**src/rtl/scp_vram_slot_sequencer.sv**
```systemverilog
// rtl/scp_vram_slot_sequencer.sv - VRAM time-slot sequencer, CPU control register file and DTACK handshake
// Purpose: divides each line into STALL, fixed-owner PREFETCH and RUN phases. RUN mixes dedicated
//   CPU slots with round-robin layer slots.
// Ports: i_clk/i_reset (async, active high), i_ce slot enable, i_line_start, CPU bus (i_cpu_*, o_cpu_dout,
//   o_cpu_dtack_n), layer fetchers (i_lyr_req/i_lyr_addr, o_lyr_ack/o_lyr_data), single-port VRAM
//   (o_ram_addr, i_ram_din, o_ram_dout, o_ram_we_h/l active low), o_ctrl_out flat register file.
// Option: define SCP_IDLE_SLOT_CPU_EN so a pending CPU VRAM access also takes idle RUN layer slots.
module scp_vram_slot_sequencer #(
    parameter int NUM_LAYERS     = 4,
    parameter int ADDR_W         = 15,
    parameter int CPU_INTERVAL   = 8,
    parameter int STALL_SLOTS    = 4,
    parameter int PREFETCH_WORDS = 3,
    parameter int CTRL_REGS      = 32
) (
    input  logic                         i_clk,
    input  logic                         i_reset,
    input  logic                         i_ce,
    input  logic                         i_line_start,
    input  logic                         i_cpu_cs_n,
    input  logic                         i_cpu_rw,
    input  logic                         i_cpu_uds_n,
    input  logic                         i_cpu_lds_n,
    input  logic                         i_cpu_ctrl,
    input  logic [ADDR_W-1:0]            i_cpu_addr,
    input  logic [15:0]                  i_cpu_din,
    output logic [15:0]                  o_cpu_dout,
    output logic                         o_cpu_dtack_n,
    input  logic [NUM_LAYERS-1:0]        i_lyr_req,
    input  logic [NUM_LAYERS*ADDR_W-1:0] i_lyr_addr,
    output logic [NUM_LAYERS-1:0]        o_lyr_ack,
    output logic [15:0]                  o_lyr_data,
    output logic [ADDR_W-1:0]            o_ram_addr,
    input  logic [15:0]                  i_ram_din,
    output logic [15:0]                  o_ram_dout,
    output logic                         o_ram_we_h,
    output logic                         o_ram_we_l,
    output logic [CTRL_REGS*16-1:0]      o_ctrl_out
);
    localparam int LW       = (NUM_LAYERS > 1) ? $clog2(NUM_LAYERS) : 1;
    localparam int CW       = (CTRL_REGS > 1) ? $clog2(CTRL_REGS) : 1;
    localparam int SLOT_W   = 16;
    localparam int PF_SLOTS = NUM_LAYERS * PREFETCH_WORDS;

    typedef enum logic [1:0] {PH_STALL = 2'd0, PH_PREFETCH = 2'd1, PH_RUN = 2'd2} phase_t;

    phase_t                r_phase;
    logic [SLOT_W-1:0]     r_slot;
    logic [LW-1:0]         r_last_grant;
    logic                  r_pending;
    logic                  r_p_rw;
    logic                  r_p_uds_n;
    logic                  r_p_lds_n;
    logic [ADDR_W-1:0]     r_p_addr;
    logic [15:0]           r_p_din;
    logic                  r_prev_cs_n;
    logic [15:0]           r_cpu_dout;
    logic                  r_dtack_n;
    logic [NUM_LAYERS-1:0] r_lyr_ack;
    logic [15:0]           r_lyr_data;
    logic [15:0]           r_ctrl [CTRL_REGS];

    logic [ADDR_W-1:0]     w_lyr_addr [NUM_LAYERS];
    logic [NUM_LAYERS-1:0] w_elig;
    logic                  w_grant;
    logic [LW-1:0]         w_grant_idx;
    logic [LW-1:0]         w_rr_idx;
    logic                  w_cpu_go;
    logic                  w_cs_edge;

    for (genvar g = 0; g < NUM_LAYERS; g++) begin : g_lyr
        assign w_lyr_addr[g] = i_lyr_addr[g*ADDR_W +: ADDR_W];
    end

    for (genvar g = 0; g < CTRL_REGS; g++) begin : g_ctrl
        assign o_ctrl_out[g*16 +: 16] = r_ctrl[g];
    end

    // A layer whose ack is showing this slot is still holding its request for the word just
    // delivered, so it is skipped in RUN arbitration.
    assign w_elig    = i_lyr_req & ~r_lyr_ack;
    assign w_cs_edge = ~i_cpu_cs_n & r_prev_cs_n;

    // Slot decode: who owns the VRAM during the current slot.
    always_comb begin
        w_grant     = 1'b0;
        w_grant_idx = '0;
        w_rr_idx    = '0;
        w_cpu_go    = 1'b0;
        case (r_phase)
            PH_PREFETCH: begin
                // Prefetch slots stream consecutive words to one fixed owner.
                w_grant_idx = LW'(r_slot / SLOT_W'(PREFETCH_WORDS));
                w_grant     = i_lyr_req[w_grant_idx];
            end
            PH_RUN: begin
                if (r_slot == '0) begin
                    w_cpu_go = r_pending;
                end else begin
                    for (int k = 1; k <= NUM_LAYERS; k++) begin
                        w_rr_idx = LW'((int'(r_last_grant) + k) % NUM_LAYERS);
                        if (!w_grant && w_elig[w_rr_idx]) begin
                            w_grant     = 1'b1;
                            w_grant_idx = w_rr_idx;
                        end
                    end
`ifdef SCP_IDLE_SLOT_CPU_EN
                    if (!w_grant) begin
                        w_cpu_go = r_pending;
                    end
`else
`endif
                end
            end
            default: ;
        endcase
    end

    always_comb begin
        o_ram_addr = '0;
        o_ram_dout = '0;
        o_ram_we_h = 1'b1;
        o_ram_we_l = 1'b1;
        if (w_cpu_go) begin
            o_ram_addr = r_p_addr;
            o_ram_dout = r_p_din;
            o_ram_we_h = r_p_uds_n | r_p_rw;
            o_ram_we_l = r_p_lds_n | r_p_rw;
        end else if (w_grant) begin
            o_ram_addr = w_lyr_addr[w_grant_idx];
        end
    end

    always_ff @(posedge i_clk or posedge i_reset) begin
        if (i_reset) begin
            r_phase      <= PH_STALL;
            r_slot       <= '0;
            r_last_grant <= LW'(NUM_LAYERS - 1);
            r_pending    <= 1'b0;
            r_p_rw       <= 1'b1;
            r_p_uds_n    <= 1'b1;
            r_p_lds_n    <= 1'b1;
            r_p_addr     <= '0;
            r_p_din      <= '0;
            r_prev_cs_n  <= 1'b1;
            r_cpu_dout   <= '0;
            r_dtack_n    <= 1'b1;
            r_lyr_ack    <= '0;
            r_lyr_data   <= '0;
            for (int i = 0; i < CTRL_REGS; i++) begin
                r_ctrl[i] <= '0;
            end
        end else if (i_ce) begin
            // Phase sequencing; the slot decoded this cycle still completes on a line_start.
            if (i_line_start) begin
                r_phase <= PH_STALL;
                r_slot  <= '0;
            end else begin
                case (r_phase)
                    PH_STALL: begin
                        if (r_slot == SLOT_W'(STALL_SLOTS - 1)) begin
                            r_phase <= PH_PREFETCH;
                            r_slot  <= '0;
                        end else begin
                            r_slot <= r_slot + SLOT_W'(1);
                        end
                    end
                    PH_PREFETCH: begin
                        if (r_slot == SLOT_W'(PF_SLOTS - 1)) begin
                            r_phase <= PH_RUN;
                            r_slot  <= '0;
                        end else begin
                            r_slot <= r_slot + SLOT_W'(1);
                        end
                    end
                    default: begin
                        if (r_slot == SLOT_W'(CPU_INTERVAL - 1)) begin
                            r_slot <= '0;
                        end else begin
                            r_slot <= r_slot + SLOT_W'(1);
                        end
                    end
                endcase
            end

            r_lyr_ack <= '0;
            if (w_grant) begin
                r_lyr_ack[w_grant_idx] <= 1'b1;
                r_lyr_data             <= i_ram_din;
                if (r_phase == PH_RUN) begin
                    r_last_grant <= w_grant_idx;
                end
            end

            r_prev_cs_n <= i_cpu_cs_n;

            if (w_cpu_go) begin
                r_pending <= 1'b0;
                if (r_p_rw) begin
                    r_cpu_dout <= i_ram_din;
                end
            end

            // A completion seen after CS has dropped away is not acknowledged.
            if (i_cpu_cs_n) begin
                r_dtack_n <= 1'b1;
            end else if (w_cs_edge && i_cpu_ctrl) begin
                r_dtack_n <= 1'b0;
            end else if (w_cpu_go && !w_cs_edge) begin
                r_dtack_n <= 1'b0;
            end

            // Latching at the end of the slot means an edge landing in a CPU slot waits for the next one.
            if (w_cs_edge) begin
                if (i_cpu_ctrl) begin
                    if (!i_cpu_rw) begin
                        if (!i_cpu_uds_n) begin
                            r_ctrl[i_cpu_addr[CW-1:0]][15:8] <= i_cpu_din[15:8];
                        end
                        if (!i_cpu_lds_n) begin
                            r_ctrl[i_cpu_addr[CW-1:0]][7:0] <= i_cpu_din[7:0];
                        end
                    end else begin
                        r_cpu_dout <= r_ctrl[i_cpu_addr[CW-1:0]];
                    end
                end else begin
                    r_pending <= 1'b1;
                    r_p_rw    <= i_cpu_rw;
                    r_p_uds_n <= i_cpu_uds_n;
                    r_p_lds_n <= i_cpu_lds_n;
                    r_p_addr  <= i_cpu_addr;
                    r_p_din   <= i_cpu_din;
                end
            end
        end
    end

    assign o_cpu_dout    = r_cpu_dout;
    assign o_cpu_dtack_n = r_dtack_n;
    assign o_lyr_ack     = r_lyr_ack;
    assign o_lyr_data    = r_lyr_data;

endmodule

```
**config.mk**
```make
export PLATFORM = sky130hd
export DESIGN_NAME = scp_vram_slot_sequencer
export DESIGN_NICKNAME = d
export VERILOG_FILES = /design/src/rtl/scp_vram_slot_sequencer.sv
export SDC_FILE = /design/constraint.sdc
export NUM_CORES = 1
export LEC_CHECK = 0
export CORE_MARGIN = 2
export CORE_UTILIZATION = 30
export DETAILED_ROUTE_END_ITERATION = 10
export PLACE_DENSITY_LB_ADDON = 0.12
export SYNTH_ARGS = -nofsm -noshare
export SYNTH_HDL_FRONTEND = slang
export SYNTH_SLANG_ARGS = --single-unit
```
**constraint.sdc**
```tcl
create_clock -name i_clk -period 39.1 [get_ports i_clk]
set_clock_uncertainty 0.2 [all_clocks]
set_input_delay 3.91 -clock i_clk [delete_from_list [all_inputs] [get_ports i_clk]]
set_output_delay 3.91 -clock i_clk [all_outputs]
set_load 0.02 [all_outputs]
```
[Word level (Yosys, flattened, before mapping)]
Index checks and enable logic that the tools add are counted.
W data, S select, Z words.
Operators by class
  add/subtract/negate cells: 5
  divide/modulo/power cells: 1
  magnitude comparators: 10
  equal/unequal tests: 7
  mux-type cells: 76
  bitwise logic cells: 10
  reductions and logical operators: 21
Operators with widths (number)
  $mux W512: 6
  $bwmux W512: 2
  $mux W16: 13
  $demux W16 S5: 2
  $bmux W16 S5: 1
  $mux W15: 4
  $pmux W16 S2: 1
  $bmux W15 S2: 1
  $mux W1: 27
  $lt A2 B3 Y1 const B: 6
  $add A16 B1 Y16 const B: 1
  $div A16 B2 Y16 const B: 1
  $eq A16 B2 Y1 const B: 1
  $eq A16 B3 Y1 const B: 1
  $eq A16 B4 Y1 const B: 1
  $logic_not A16 Y1: 1
  $mux W2: 8
  $bmux W1 S2: 5
  $mux W8: 1
  $pmux W2 S2: 2
  $reduce_and A4 Y1: 2
  $logic_and A1 B1 Y1: 7
  $ge A6 B6 Y1 const B: 1
  $lt A6 B1 Y1 const B: 1
  22 further kinds: 34
Word-level totals
  register bits: 605
  bits of input ports: 120
  output and inout port bits: 582
  word-level logic and storage cells: 176

[Logic depth before layout (Yosys ltp)]
  word-level depth: 28
  gate-level depth with buffers: 27
  depth with buffers taken out: 22

[Least setup slack after synthesis]
OpenSTA, ideal clock, no wires.
  path type: in2out
  from: input i_lyr_req[0]
  to: output o_ram_addr[12]
  arrival time: 5737 ps
  data required time: 34990 ps
  slack: 29253 ps
  cell stages on the path: 10
  path buffers: 2
  cells stage by stage: nor2b_1 -> nor2_1 -> o21a_1 -> a221oi_1 -> o22ai_1 -> buf_4 -> o21a_2 -> buf_4 -> o22a_1 -> a32o_1
Between the ends
  word-level cells in the longest chain between the ends: 27
  elaborated cells on any way between the ends: 41
RTL lines
  start: declaration: RTL line 29  | input logic [NUM_LAYERS-1:0] i_lyr_req,
  $and A4 B4 Y4: RTL line 81  | assign w_elig = i_lyr_req & ~r_lyr_ack;
  $bmux W1 S2: RTL line 102  | if (!w_grant && w_elig[w_rr_idx]) begin
  $mux W1 (implied by the code): RTL line 102
  $mux W1: RTL line 102
  $mux W1: RTL line 97  | if (r_slot == '0) begin
  $mux W1: RTL line 90  | case (r_phase)
  $logic_not A1 Y1: RTL line 102
  $logic_and A1 B1 Y1: RTL line 102
  [10 not listed]
  $mux W2: RTL line 102
  $mux W2: RTL line 97
  $pmux W2 S2: RTL line 90
  $not A2 Y3 (implied by the code): RTL line 130  | o_ram_addr = w_lyr_addr[w_grant_idx];
  $bmux W15 S2: RTL line 130
  $mux W15 (implied by the code) (2 in series): RTL line 130
  $mux W15 (*): RTL line 129  | end else if (w_grant) begin
  $mux W15 (*): RTL line 124  | if (w_cpu_go) begin
  end: declaration: RTL line 33  | output logic [ADDR_W-1:0] o_ram_addr,
Mark *: on every way between the ends. The rest lies on a longest branch, timed or not. The select of a mux whose other input is x is not followed.

[Final worst setup path]
  from: register r_slot[10]
  to: output o_ram_addr[8]
Between the ends
  word-level cells in the longest chain between the ends: 9
  elaborated cells on any way between the ends: 16
RTL lines
  start: declaration: RTL line 48  | logic [SLOT_W-1:0] r_slot;
  start signal: assignment: RTL line 165  | r_slot <= r_slot + SLOT_W'(1);
  start signal: assignment: RTL line 173  | r_slot <= r_slot + SLOT_W'(1);
  start signal: assignment: RTL line 180  | r_slot <= r_slot + SLOT_W'(1);
  parallel branches: the longest is 8 deep, another holds $div A16 B2 Y16
  $mux W15 (*): RTL line 124
Every way passes the cells marked *. The select of a mux whose other input is x is not followed.

==> results by group <==
Power and ir drop
  • Combinational Power Share: 0.178
  • Int Pwr: 1.24 mW
  • PwrDens: about 43 nW/um^2
  • Pleak: approximately 18 nW
  • Clock power share: 0.422
  • Sequential share of power: 0.400
  • Sw Share: 0.283
  • NetSw: 0.491 mW
  • VDD IR max: roughly 0.000026 V

Worst setup path
  • Setup crit end kind: primary output
  • Critical path class: reg -> out
  • FF-to-FF End: o_lyr_data[7]
  • Critical-path cell list: nor4bb_1, o21ai_0, a22oi_1, nor2_1, a311oi_2, a21boi_1, or4_1, a41o_1, a31oi_4, nor2_1, xnor2_1, ha_1, inv_1, o211a_1, or4_1, nand4bb_1, nor2_1, o22ai_2, buf_4, nand2b_1, o22a_1, a32o_1, clkdlybuf4s50_1
  • Worst path slowest cell: dfrtp_1
  • CP delay by family, top: compound AO/OA/AOI/OAI gates
  • Critical path endpoint: o_ram_addr[8]
  • Most used cell, CP: nor2_1
  • CP startpoint kind: flip-flop
  • Worst r2r src: r_slot[10]
  • Cell count of the worst reg-to-reg path: 21
  • Data required, critical path: 34,990 ps
  • CP arrival: between 7000 and 8000 ps
  • WP depth: 23
  • Critical Path Source: r_slot[10]
  • Max incr delay on CP: 540 ps
  • Worst Path Max Fanout: 27
  • Buf/Inv on CP: 3
  • Flop2flop setup slack: ~33,000 ps

Die
  • Cell Rows: 114
  • Die Wd: between 300 and 400 um
  • Initial Util: 0.302
  • Die Span Y: roughly 320 um
  • Die area: 99,700 um^2
  • IO Pins: around 700
  • Core box area: 96,600 um^2

Clock network
  • Clk_lat worst skew: around 650 ps
  • TritonCTS clock tree: done
  • CTS max path bufs: 3
  • H-tree depth: 3
  • # Post-CTS Setup Buffers: 0
  • Clk root buf: clkbuf_16
  • Clock transition at the registers of the reported paths: around 60 ps
  • Num CTS Buffers: between 70 and 80
  • Clk sinks: around 610
  • Post-CTS sizing: 0
  • Post-cts hold buffer count: 0

Detailed routing
  • Initial DRC count: 1,335
  • Vias: 22,200
  • Routed WL: approximately 130,000 um
  • # DRC: 0
  • Drt via density: between 5 and 6
  • Post-DR wirelength/cell: a little over 30 um
  • Antenna viol nets, final: 0
  • Initial DRT Pass Iterations: 6

Final layout
  • N_diodes: 0
  • Nets: 2,949
  • Layout fillers: between 8,000 and 9,000
  • Area growth syn-to-layout: 37.5%
  • Share of layout cells above drive strength 1: 0.315

Status
  • Status: finished clean

STA
  • RSZ-0062 raised after global routing: no
  • Fin. Hold Viols: 0
  • Setup TNS: 0 ps
  • # setup viols final: 0
  • Fin. max-slew vios: 0
  • Relative slew margins: 0.254
  • Slew at the pin closest to its max-slew limit: about 1100 ps
  • Fin worst setup slack: about 27,000 ps
  • Fin crit share: 0.299
  • Fmax: about 86 MHz
  • Final Hold Slack: around 300 ps
  • Fin crit period: ~12,000 ps

Synthesis
  • Ys Warns: 0
  • Cells after synthesis: ~2,200
  • Synth top area cells: dfrtp_1 51%, mux2_2 21%, mux4_2 10%
  • Synth Net Count: about 2,300
  • Post-Synth Adder-Cell Area: 0.00300
  • Syn_area_per_cell: between 10 and 15 um^2
  • Largest area contributor in the netlist: dfrtp_1
  • Top cell type's share of synthesized area: 0.513
  • Synthesized flop and latch total: 605
  • Most instantiated cells after synthesis: 598 x dfrtp_1, 556 x mux2_2, 205 x nand2_1
  • Post-Synth Simple-Gate Area: 0.0646
  • Mux cell area share after synthesis: 0.327
  • Seq/Total Area, Yosys: 0.519
  • Main synth FF type: dfrtp_1
  • Post-synthesis xor/xnor area fraction: 0.00300
  • Syn Std Cell Area: between 20,000 and 30,000 um^2
  • Yosys cell types: 84
  • Post-synthesis compound-gate area fraction: 0.0570
  • Largest family of logic cells by synthesized area: multiplexers
  • Count leader, synth: dfrtp_1
  • Async SR Flop Fraction: 1.00
  • Post-synth EDFFs: 0

Worst hold path
  • HP Class: reg -> reg

Place
  • RD Place Congestion: between 0.9 and 1
  • Detailed placement HPWL: between 90,000 and 100,000 um
  • Place WS: about 28,000 ps
  • I/O Buffers: 701

GRT
  • Vias in the first global route: approximately 23,000
  • Global-route wire length before repair: about 180,000 um
  • Initial antenna violation count: 5
  • Pin count of the biggest net entering global routing: roughly 110
  • GRT overflow: 0
  • Gr usage total: 0.247

Run
  • Maxcap violations: 0
placed cells by master, fill, tap and decap left out, types with 8 or more instances in the layout:
cell type,count
buf_2,10
clkbuf_1,16
nand2_1,205
clkbuf_8,15
a22o_1,17
clkdlybuf4s50_1,689
mux2_2,556
o22ai_1,12
a22oi_1,19
buf_4,43
mux4_2,130
nand3_1,39
o22a_1,10
dfrtp_1,598
clkinv_2,16
nand2b_1,11
bufinv_16,8
clkbuf_16,77
mux2i_1,22
nor2b_1,12
a21oi_1,35
nor3_1,13
and2_1,22
inv_1,30
mux2_4,9
a221o_1,10
nor2_1,47
a32o_1,10
o21ai_0,42
metrics by stage:
step           total power, mW  instance area, um^2  instances  utilization
2_1_floorplan            0.874                29200       2153            -
3_3_place_gp              1.01                37500       4021        0.388
3_5_place_dp              1.02                37500       4021        0.388
4_1_cts                   1.76                40100       4159        0.415
5_1_grt                   1.81                40100       4159        0.415
6_report                  1.74                40100       4159        0.415
cells by family (layout without fill, tap and decap cells):
kind of cell	Yosys count	count (layout)
AO/OA/AOI/OAI	224	224
AND/OR/NAND/NOR	404	404
flip-flops	605	605
multiplexers	717	717
XOR/XNOR	10	10
buffers and inverters	186	916
adder cells (fa/ha/maj)	7	7
routing by layer:
metal	vias up	track usage	wire length, um
met5	-	0	30
met4	4	0.0773	4140
met3	186	0.0869	10900
met2	840	0.407	60600
met1	11800	0.303	50200
li1	9337	-	-
layout make-up:
class | count | area (um^2) | share of cell area
flip-flops and latches | 605 | 15100 | 0.378
inverters | 33 | 131 | 0.00328
clock inverters | 30 | 399 | 0.00996
multi-input cells | 1362 | 13300 | 0.332
clock buffers | 108 | 2190 | 0.0547
repair buffers | 745 | 7320 | 0.182
well taps | 1276 | 1600 | 0.0398
registers in the layout, indices dropped and copies added, names as in the netlist:
name	count
o_cpu_dtack_n	1
o_ctrl_out	512
r_p_lds_n	1
r_p_din	16
o_lyr_ack	4
r_pending	1
r_p_uds_n	1
r_p_addr	15
r_last_grant	2
o_lyr_data	16
r_phase	2
r_prev_cs_n	1
o_cpu_dout	16
r_slot	16
r_p_rw	1
power by group through the flow:
stage | clock network [mW] | logic (mW) | registers, mW
3_5_place_dp | 0 | 0.312 | 0.705
3_3_place_gp | 0 | 0.309 | 0.703
2_1_floorplan | 0 | 0.147 | 0.728
5_1_grt | 0.777 | 0.331 | 0.698
4_1_cts | 0.752 | 0.313 | 0.694
6_report | 0.733 | 0.309 | 0.694
how the worst min path moves through the flow:
stage	to	cells after the start	from
after floorplan	r_pending	1	r_pending
after global placement	r_p_din[7]	1	r_p_din[7]
after detailed placement	r_p_din[8]	1	r_p_din[8]
after CTS	r_p_din[10]	1	r_p_din[10]
after global routing	r_p_din[10]	1	r_p_din[10]
final	r_pending	1	r_pending
Power figures use the tool's default switching activity.
